**src/rtl/condicionador_pkg.sv**
```systemverilog
// rtl/condicionador_pkg.sv - shared state codes and defaults for the button conditioner
package condicionador_pkg;

  // Codes 4-7 are never produced; the FSM treats them as ESPERA.
  typedef enum logic [2:0] {
    ESPERA  = 3'd0,
    ESTAVEL = 3'd1,
    DECIDE  = 3'd2,
    SOLTAR  = 3'd3
  } estado_t;

  localparam int N_BOTOES_PADRAO = 7;
  localparam int DEBOUNCE_PADRAO = 50000;

endpackage

```
**src/rtl/sincronizador_2ff.sv**
```systemverilog
// rtl/sincronizador_2ff.sv - two-flop synchronizer for asynchronous board inputs
module sincronizador_2ff #(
  parameter int LARGURA = 1
) (
  input  logic               clock,
  input  logic               reset,
  input  logic [LARGURA-1:0] d,
  output logic [LARGURA-1:0] q
);

  logic [LARGURA-1:0] meta;

  always_ff @(posedge clock) begin
    if (reset) begin
      meta <= '0;
      q    <= '0;
    end else begin
      meta <= d;
      q    <= meta;
    end
  end

endmodule

```
**src/rtl/condicionador_botoes.sv**
```systemverilog
// rtl/condicionador_botoes.sv - debounces the push-buttons into one registered one-hot jogada per press
module condicionador_botoes
  import condicionador_pkg::*;
#(
  parameter int N_BOTOES        = N_BOTOES_PADRAO,
  parameter int DEBOUNCE_CYCLES = DEBOUNCE_PADRAO
) (
  input  logic                clock,
  input  logic                reset,
  input  logic [N_BOTOES-1:0] botoes,
  input  logic                habilita,
  input  logic                limpa,
  output logic [N_BOTOES-1:0] jogada,
  output logic                jogada_feita,
  output logic                erro_multiplo,
  output logic                tem_jogada,
  output logic [2:0]          db_estado
);

  localparam int CNT_W = $clog2(DEBOUNCE_CYCLES + 1);
  localparam logic [CNT_W-1:0] CNT_FIM = CNT_W'(DEBOUNCE_CYCLES - 1);

  logic [N_BOTOES-1:0] s_b;
  logic [N_BOTOES-1:0] amostra;
  logic [CNT_W-1:0]    cnt;
  estado_t             estado;
  logic                um_quente;

  sincronizador_2ff #(
    .LARGURA(N_BOTOES)
  ) u_sincronizador (
    .clock(clock),
    .reset(reset),
    .d    (botoes),
    .q    (s_b)
  );

  assign um_quente  = (amostra != '0) && ((amostra & (amostra - N_BOTOES'(1))) == '0);
  assign tem_jogada = |s_b;
  assign db_estado  = estado;

  always_ff @(posedge clock) begin
    if (reset) begin
      estado        <= ESPERA;
      cnt           <= '0;
      amostra       <= '0;
      jogada        <= '0;
      jogada_feita  <= 1'b0;
      erro_multiplo <= 1'b0;
    end else begin
      jogada_feita  <= 1'b0;
      erro_multiplo <= 1'b0;
      // An accept in DECIDE below overrides this clear in the same cycle.
      if (limpa) jogada <= '0;

      case (estado)
        ESPERA: begin
          if (habilita && (s_b != '0)) begin
            amostra <= s_b;
            cnt     <= CNT_W'(1);
            estado  <= ESTAVEL;
          end
        end
        ESTAVEL: begin
          if (!habilita || (s_b != amostra)) begin
            cnt    <= '0;
            estado <= ESPERA;
          end else if (cnt == CNT_FIM) begin
            estado <= DECIDE;
          end else begin
            cnt <= cnt + CNT_W'(1);
          end
        end
        DECIDE: begin
          if (um_quente) begin
            jogada       <= amostra;
            jogada_feita <= 1'b1;
          end else begin
            erro_multiplo <= 1'b1;
          end
          cnt    <= '0;
          estado <= SOLTAR;
        end
        SOLTAR: begin
          // habilita is not consulted, so a held button cannot re-trigger.
          if (s_b != '0) begin
            cnt <= '0;
          end else if (cnt == CNT_FIM) begin
            cnt    <= '0;
            estado <= ESPERA;
          end else begin
            cnt <= cnt + CNT_W'(1);
          end
        end
        default: begin
          cnt    <= '0;
          estado <= ESPERA;
        end
      endcase
    end
  end

endmodule

```
**config.mk**
```make
export PLATFORM = sky130hd
export DESIGN_NAME = condicionador_botoes
export DESIGN_NICKNAME = d
export VERILOG_FILES = /design/src/rtl/condicionador_pkg.sv /design/src/rtl/sincronizador_2ff.sv /design/src/rtl/condicionador_botoes.sv
export SDC_FILE = /design/constraint.sdc
export NUM_CORES = 1
export LEC_CHECK = 0
export ABC_CLOCK_PERIOD_IN_PS = 4870
export CELL_PAD_IN_SITES_DETAIL_PLACEMENT = 1
export CELL_PAD_IN_SITES_GLOBAL_PLACEMENT = 1
export CORE_UTILIZATION = 45
export CTS_BUF_LIST = sky130_fd_sc_hd__clkbuf_2
export DETAILED_ROUTE_END_ITERATION = 12
export PLACE_DENSITY = 0.88
export SYNTH_ARGS = -nofsm -noshare
export SYNTH_HDL_FRONTEND = slang
export SYNTH_SLANG_ARGS = --single-unit
```
**constraint.sdc**
```tcl
create_clock -name clock -period 4.87 [get_ports clock]
set_input_delay 0.7305 -clock clock [delete_from_list [all_inputs] [get_ports clock]]
set_output_delay 0.7305 -clock clock [all_outputs]
set_load 0.02 [all_outputs]
```
# Yosys cells after proc, flatten, opt, wreduce, memory -nomap -nowiden
# Index checks and enable logic that the tools add are counted.
dict set report word_totals {
  input_bits 11
  word_cells 52
  regBits 49
}
dict set report classes {
  bitwise_logic 2
  muxes 17
  eq_ne 10
  addsub 2
  n_reduce_logical 13
}
# cell n
set op_table {}
lappend op_table {{two-way mux 16 bit} 5}
lappend op_table {{case mux 16 bit (3 select lines)} 1}
lappend op_table {{two-way mux 7 bit} 3}
lappend op_table {{adder 16 x 1 -> 16 bit (second input constant)} 1}
lappend op_table {{== test 16 bit (second input constant)} 1}
lappend op_table {{two-way mux 3 bit} 5}
lappend op_table {{nonzero test 7 bit} 2}
lappend op_table {{case mux 3 bit (4 select lines)} 1}
lappend op_table {{AND 7 bit} 1}
lappend op_table {{logical NOT 7 bit} 1}
lappend op_table {{!= test 7 bit} 1}
lappend op_table {{OR reduction 7 bit} 1}
lappend op_table {{subtractor 7 x 1 -> 7 bit (second input constant)} 1}
lappend op_table {{== test 3 x 2 -> 1 bit (second input constant)} 2}
lappend op_table {{!= test 2 bit (second input constant)} 3}
lappend op_table {{!= test 3 bit (second input constant)} 2}
lappend op_table {{AND reduction 2 bit} 2}
lappend op_table {{AND reduction 4 bit} 1}
lappend op_table {{== test 3 x 1 -> 1 bit (second input constant)} 1}
lappend op_table {{logical NOT 3 bit} 1}
lappend op_table {{logical AND 1 bit} 2}
lappend op_table {{two-way mux 1 bit} 2}
lappend op_table {{OR reduction 2 bit} 1}
lappend op_table {{logical NOT 1 bit} 1}
lappend op_table {{other kinds (2)} 2}

# Longest topological paths before layout
# Gate-level depths: netlist of the first run.
dict set report logic_depth {
  word_depth 6
  mapped_depth 7
}

# Cells and area by module
# From an unflattened synthesis of the first run, not the netlist that was laid out.
dict set report unflattened {
  cells_unflattened 249
  hier_area_um2 2277.2
}
# module n_inst area_each_um2 seq_area_each_um2 cells_each
set by_module_without_submodules {}
lappend by_module_without_submodules {condicionador_botoes 1 1869.3 680.7 220}
lappend by_module_without_submodules {sincronizador_2ff 1 407.9 280.3 29}

# Worst setup path before layout of the first run
# Ideal clock, no wire load.
dict set report synth_timing {
  path_type {input port to flip-flop}
  from {in habilita}
  to {reg cnt[12]}
  t_required_ns 4.800
  stages 5
  setup_slack_ns 2.927
  setup_ns 0.070
  arrival_ns 1.873
  cell_sequence {and3b_1 nand4_1 o32ai_2 or4b_1 a21oi_1}
}
dict set report synth_via {
  elab_chain_cells 4
  elab_cells_between_ends 8
  classes_between {2 x eq/ne; 2 x mux; 4 x reduce/logical}
}
# item line_no
set synth_rtl {}
lappend synth_rtl {{start, declared} condicionador_botoes.sv:11} ;# input logic habilita,
lappend synth_rtl {{logical NOT 1 bit} condicionador_botoes.sv:65} ;# if (!habilita || (s_b != amostra)) begin
lappend synth_rtl {{logical OR 1 bit} condicionador_botoes.sv:65}
lappend synth_rtl {{two-way mux 16 bit / != test 3 bit (equally long branches)} -}
lappend synth_rtl {{case mux 16 bit (3 select lines) / AND reduction 2 bit (equally long branches)} -}
lappend synth_rtl {{end signal, assigned} condicionador_botoes.sv:71} ;# cnt <= cnt + CNT_W'(1);
lappend synth_rtl {{end signal, assigned} condicionador_botoes.sv:92} ;# cnt <= cnt + CNT_W'(1);
lappend synth_rtl {{end, declared} condicionador_botoes.sv:25} ;# logic [CNT_W-1:0] cnt;
# Several ways; a longest one is shown, not always the timed one.
# A chain may end at the register's enable or synchronous reset.

# Worst setup path after layout of the first run
dict set report layout_timing {
  from {reg u_sincronizador.q[3]}
  to {out tem_jogada}
}
dict set report layout_via {
  elab_chain_cells 1
}
# item line_no
set layout_rtl {}
lappend layout_rtl {{start, declared} sincronizador_2ff.sv:8} ;# output logic [LARGURA-1:0] q
lappend layout_rtl {{start signal, assigned} sincronizador_2ff.sv:19} ;# q <= meta;
lappend layout_rtl {{OR reduction 7 bit} condicionador_botoes.sv:39} ;# assign tem_jogada = |s_b;
lappend layout_rtl {{end, declared} condicionador_botoes.sv:16} ;# output logic tem_jogada,
# Every way passes these cells.

==> results of run 1 <==
==> where the power goes <==
group / switching (W) / total [W] / internal (W) / leakage, nW
clock network: 0.000133 / 0.000219 / 0.0000856 / 0.0390
registers: 0.0000109 / 0.000414 / 0.000404 / 0.390
logic: 0.0000471 / 0.0000809 / 0.0000339 / 0.361
total: 0.000191 / 0.000714 / 0.000523 / 0.790
==> cell type report <==
class,count,area (um2)
clock inverter,3,42.54
fill,568,2197
sequential,48,960.9
timing repair buffer,23,227.7
clock buffer,5,25.02
multi-input combinational,175,1206
inverter,3,11.26
tap,67,83.83
==> cells in the final DEF (no fill, tap or decap), drive strengths merged, types with 6 or more instances in the layout <==
cell type,count
dfxtp,48
clkdlybuf4s50,22
nor2,17
nor2b,16
nand2,16
xnor2,13
a21oi,13
mux2i,10
nand3,9
nand2b,7
nor3,7
nor4b,6
or3b,6
==> registers in the layout, summed over array words and instances, names as in the netlist <==
name and count:
amostra 7, u_sincronizador.meta 7, erro_multiplo 1, cnt 16, u_sincronizador.q 7, jogada 7, jogada_feita 1, db_estado 2
==> per-layer routing <==
layer  vias to the layer above  track usage (%)
met5                         -                0
met4                         0            7.407
met3                         5            4.306
met2                        46            36.03
met1                       886            27.56
li1                        883                -
==> logic make-up (layout without fill, tap and decap cells) <==
kind of cell	Yosys count	after routing	share of synthesized area [%]
xor gates and xnor gates	17	17	6.682
buffers and inverters	13	34	2.751
other	1	1	0.1683
AOI/OAI and AO/OA	39	39	13.31
DFF	48	48	43.12
muxes	10	10	4.492
and+or+nand+nor	107	107	28.92
adders and majority gates	1	1	0.5614
==> worst register-to-register path, cell delays in order, from the launching register on <==
cell,delay [ns]
dfxtp_1,0.47
nor4bb_1,0.41
and4_1,0.36
o32ai_2,0.15
o21bai_2,0.56
nor2_1,0.11
==> worst paths after layout <==
path | from | to | slack (ns) | cells past startpoint
worst max-delay path | u_sincronizador.q[3]$_SDFF_PP0_ | tem_jogada | 2.20 | 3
worst min-delay path | u_sincronizador.meta[2]$_SDFF_PP0_ | u_sincronizador.q[2]$_SDFF_PP0_ | 0.47 | 1
worst max register to register | cnt[8]$_SDFFE_PP0P_ | cnt[13]$_SDFFE_PP0P_ | 2.71 | 5
worst min register to register | u_sincronizador.meta[2]$_SDFF_PP0_ | u_sincronizador.q[2]$_SDFF_PP0_ | 0.47 | 1
==> through the flow <==
step | utilization [%] | area, um2 | setup slack (ns) | total power (W)
after floorplan | - | 2228 | 2.927 | 0.0004755
final | 53.79 | 2557 | 2.200 | 0.0007143
after global routing | 53.79 | 2557 | 2.076 | 0.0007416
after detailed placement | 52.37 | 2490 | 2.044 | 0.0005023
after global placement | 52.37 | 2490 | 2.139 | 0.0004980
after CTS | 53.79 | 2557 | 2.181 | 0.0007179
==> impl_metrics.csv, run 1 <==
group,metric,value,unit
critical_path,start_kind,"flip-flop",
clock_network,ctsResizeCount,0,
global_routing,overflow,0,
yosys,async_reset_ff_share,0,%
timing,final.setup.tns,0,ns
clock_network,cts_setup_buffers,0,
power,power_density,279.3,mW/mm2
critical_path,cpPeakStageDelay,0.57,ns
clock_network,cts_tree,"yes",
yosys,syn_inst,236,
timing,timing.final.crit_share,54.83,%
drt,via_count,1820,
clock_network,cts_buffers,5,
yosys,syn_nets,248,
cells_and_area,stdcell_count,324,
critical_path,endpoint_kind,"primary output",
yosys,synth_top_area_share,43.12,%
cells_and_area,layout-drive-gt1-share,10.12,%
clock_network,postCtsHoldBufs,0,
yosys,synthFlopType,"dfxtp_1",
power,power.leakage,0.7905,nW
yosys,synth_most_common_cell,"dfxtp_1",
drt,dr.pass1.iters,4,
placement,portBuffers,22,
yosys,synth_common_cells,"dfxtp_1, nor2_1, nor2b_1",
placement,placed_cells_incl_taps,316,
global_routing,grt_pass1_wl,8783,um
die,core,0.004755,mm2
yosys,synth_largest_area_cell,"dfxtp_1",
placement,place.gp.congestion,0.8266,
global_routing,grt_max_degree,28,
yosys,synth.avg_cell_area,9.442,um2
clock_network,clockRootBuffer,"clkbuf_2",
cells_and_area,diodes,0,
timing,hold_violations,0,
clock_network,clk_pin_slew,0.23,ns
clock_network,clock-sinks,48,
cells_and_area,final_nets,268,
timing,fin_hold_ws,0.4654,ns
timing,post-route-min-period,2.670,ns
critical_path,crit_type,"reg2out",
timing,maxSlewHeadroom,40.81,%
timing,rsz0062_at_grt,"false",
hold_path,min_path_type,"reg2reg",
critical_path,cp_top_family,"buffers and inverters",
drt,drcViolationCount,0,
die,die_y,72.37,um
drt,wl_per_cell,15.71,um
clock_network,h-tree-depth,2,
yosys,yosysWarnings,0,
global_routing,grt_pass1_vias,1856,
timing,max_freq,374.5,MHz
drt,drt-vias-per-instance,5.617,
global_routing,globalRouteTotalUtil,21.50,%
die,rows,25,
yosys,synth_edf_count,0,
timing,fin_skew,0.02079,ns
timing,worst_pin_slew,0.8851,ns
critical_path,crit_arrival,1.94,ns
power,ir_worst_vdd,0.0001823,V
critical_path,crit_buf_inv,1,
job,cap_viol_max_count,0,
timing,finalMaxSlewViolations,0,
yosys,synth.distinct_cells,51,
critical_path,critPathRequiredTime,4.14,ns
die,initial_core_util,46.87,%
clock_network,insertion_delay,0.44,ns
drt,wl_met1,2389,um
die,die_w,72.37,um
outcome,status,"completed",
drt,drt.antenna.violating_nets,0,
critical_path,cp_cell_sequence,"nor4_4, nand2_2, clkdlybuf4s50_1",
clock_network,clk_path_buf_depth,2,
drt,first_iter_violations,59,
global_routing,antenna_found_initial,0,
yosys,ys_top_cells_by_area,"dfxtp_1, xnor2_1, mux2i_1",
critical_path,cp_slowest_cell,"clkdlybuf4s50_1",
die,io_pins,24,
drt,met3_length,168,um
drt,wirelength,5091,um
die,dieArea,0.005237,mm2
timing,setup_viol,0,
yosys,ys_ff_latch,48,
placement,dp_hpwl,3567,um
yosys,syn-cell-area,0.002228,mm2
drt,routed.top_layer,"met4",
yosys,synth.yosys.seq_area_share,43.12,%
drt,route.met2.wl,2470,um
critical_path,cp_max_fo,5,
cells_and_area,syn2layout_area_growth,14.77,%
Note: power is estimated with default switching activity, not from simulation.
==> run 2: changes to the inputs <==
Settings changed: ABC_CLOCK_PERIOD_IN_PS 4870 to 2800.
Clock period 4.87 ns to 2.8 ns, I/O delays scaled along.
==> impl_metrics.csv, run 2 (synthesis results as in run 1) <==
group,metric,value,unit
outcome,status,"completed",
timing,maxSlewHeadroom,64.46,%
global_routing,grt_max_degree,20,
critical_path,critPathRequiredTime,2.38,ns
critical_path,cp_slowest_cell,"clkdlybuf4s50_1",
drt,drcViolationCount,0,
timing,post-route-min-period,2.361,ns
die,rows,25,
drt,drt-vias-per-instance,5.572,
cells_and_area,layout-drive-gt1-share,11.15,%
power,ir_worst_vdd,0.0003115,V
cells_and_area,syn2layout_area_growth,15.78,%
global_routing,overflow,0,
timing,hold_violations,0,
timing,max_freq,423.6,MHz
power,power.leakage,0.8042,nW
clock_network,insertion_delay,0.43,ns
critical_path,cp_top_family,"buffers and inverters",
die,initial_core_util,46.87,%
drt,dr.pass1.iters,4,
die,io_pins,24,
cells_and_area,final_common_cell,"dfxtp_1",
drt,via_count,1822,
clock_network,ctsResizeCount,0,
cells_and_area,layout_common_cells,"dfxtp_1, clkdlybuf4s50_1, nor2_1, nor2b_1, nand2_1",
cells_and_area,final_util,54.26,%
job,cap_viol_max_count,0,
power,power_density,482.6,mW/mm2
timing,worst_pin_slew,0.5285,ns
cells_and_area,fillCellCount,569,
critical_path,endpoint_kind,"primary output",
critical_path,worst-path-stages,3,
drt,drt.antenna.violating_nets,0,
critical_path,crit_arrival,1.94,ns
timing,finalMaxSlewViolations,0,
critical_path,cp_max_fo,5,
die,die_w,72.37,um
critical_path,ff2ff_path_depth,6,
clock_network,clk_pin_slew,0.23,ns
hold_path,min_path_type,"reg2reg",
placement,place.gp.congestion,0.7675,
clock_network,cts_setup_buffers,0,
placement,dp_hpwl,3735,um
die,dieArea,0.005237,mm2
global_routing,grt_pass1_vias,1843,
placement,portBuffers,22,
timing,fin_skew,0.01573,ns
cells_and_area,final_nets,271,
cells_and_area,top_register,"cnt",
clock_network,clk_path_buf_depth,2,
critical_path,crit_buf_inv,1,
timing,final.setup.tns,0,ns
cells_and_area,stdcell_count,327,
clock_network,clockRootBuffer,"clkbuf_2",
clock_network,cts_tree,"yes",
global_routing,globalRouteTotalUtil,21.39,%
critical_path,cpPeakStageDelay,0.57,ns
cells_and_area,diodes,0,
critical_path,crit_type,"reg2out",
clock_network,cts_buffers,5,
placement,preCtsSetupSlack,0.3094,ns
critical_path,start_kind,"flip-flop",
hold_path,hold_depth,1,
drt,wl_per_cell,15.68,um
placement,placed_cells_incl_taps,319,
drt,first_iter_violations,84,
die,die_y,72.37,um
timing,layout_setup_ws,0.4393,ns
global_routing,grt_pass1_wl,8652,um
cells_and_area,largest_register_ffs,16,
timing,timing.final.crit_share,84.31,%
clock_network,postCtsHoldBufs,0,
clock_network,clock-sinks,48,
drt,wirelength,5127,um
timing,setup_viol,0,
die,core,0.004755,mm2
timing,rsz0062_at_grt,"false",
critical_path,cp_cell_sequence,"nor4_4, nand2_2, clkdlybuf4s50_1",
clock_network,h-tree-depth,2,
global_routing,antenna_found_initial,0,
## run 2: changes by cell type in the layout (fill, tap and decap cells not counted)
cell	change
buf_4	+3
## run 2: layout make-up
type                            count  area, um2  area share (%)
Clock buffer                        5      25.02          0.9699
Clock inverter                      3      42.54           1.649
Inverter                            3      11.26          0.4365
Multi-Input combinational cell    175       1206           46.75
Sequential cell                    48      960.9           37.25
Tap cell                           67      83.83           3.249
Timing Repair Buffer               26      250.2           9.699
## run 2: power breakdown
group          internal [W]  leakage (nW)  switching (W)
combinational     0.0000633         0.375      0.0000835
clock              0.000149        0.0390       0.000228
sequential         0.000702         0.390      0.0000194
total              0.000914         0.804       0.000331
## run 2: final timing paths
check	startpoint	endpoint	slack [ns]
max reg2reg	cnt[0]$_SDFFE_PP0P_	cnt[12]$_SDFFE_PP0P_	0.66
min reg2reg	u_sincronizador.meta[6]$_SDFF_PP0_	u_sincronizador.q[6]$_SDFF_PP0_	0.46
min	u_sincronizador.meta[6]$_SDFF_PP0_	u_sincronizador.q[6]$_SDFF_PP0_	0.46
max	u_sincronizador.q[3]$_SDFF_PP0_	tem_jogada	0.44
## run 2: per-layer routing
metal	vias to the layer above	wire length (um)	GRT usage (%)
met4	0	80	7.190
met1	895	2293	25.67
met3	7	172	5.139
met2	36	2581	37.38
li1	884	-	-
met5	-	0	0
## run 2: per-stage QoR
step / power (W) / cell area [um2] / hold WS (ns)
global placement: 0.0008721 / 2512 / 0.4171
CTS: 0.001253 / 2580 / 0.4438
global route: 0.001290 / 2580 / 0.4598
detailed placement: 0.0008801 / 2512 / 0.4338
finish: 0.001245 / 2580 / 0.4635
floorplan: 0.0008270 / 2228 / 0.4138
## run 2: worst register-to-register path, stage by stage, from the launching register on
cell and delay [ns]:
dfxtp_1 0.40, ha_1 0.25, and3_1 0.22, and4_1 0.21, o32ai_2 0.36, or4b_1 0.47
a21oi_1 0.17
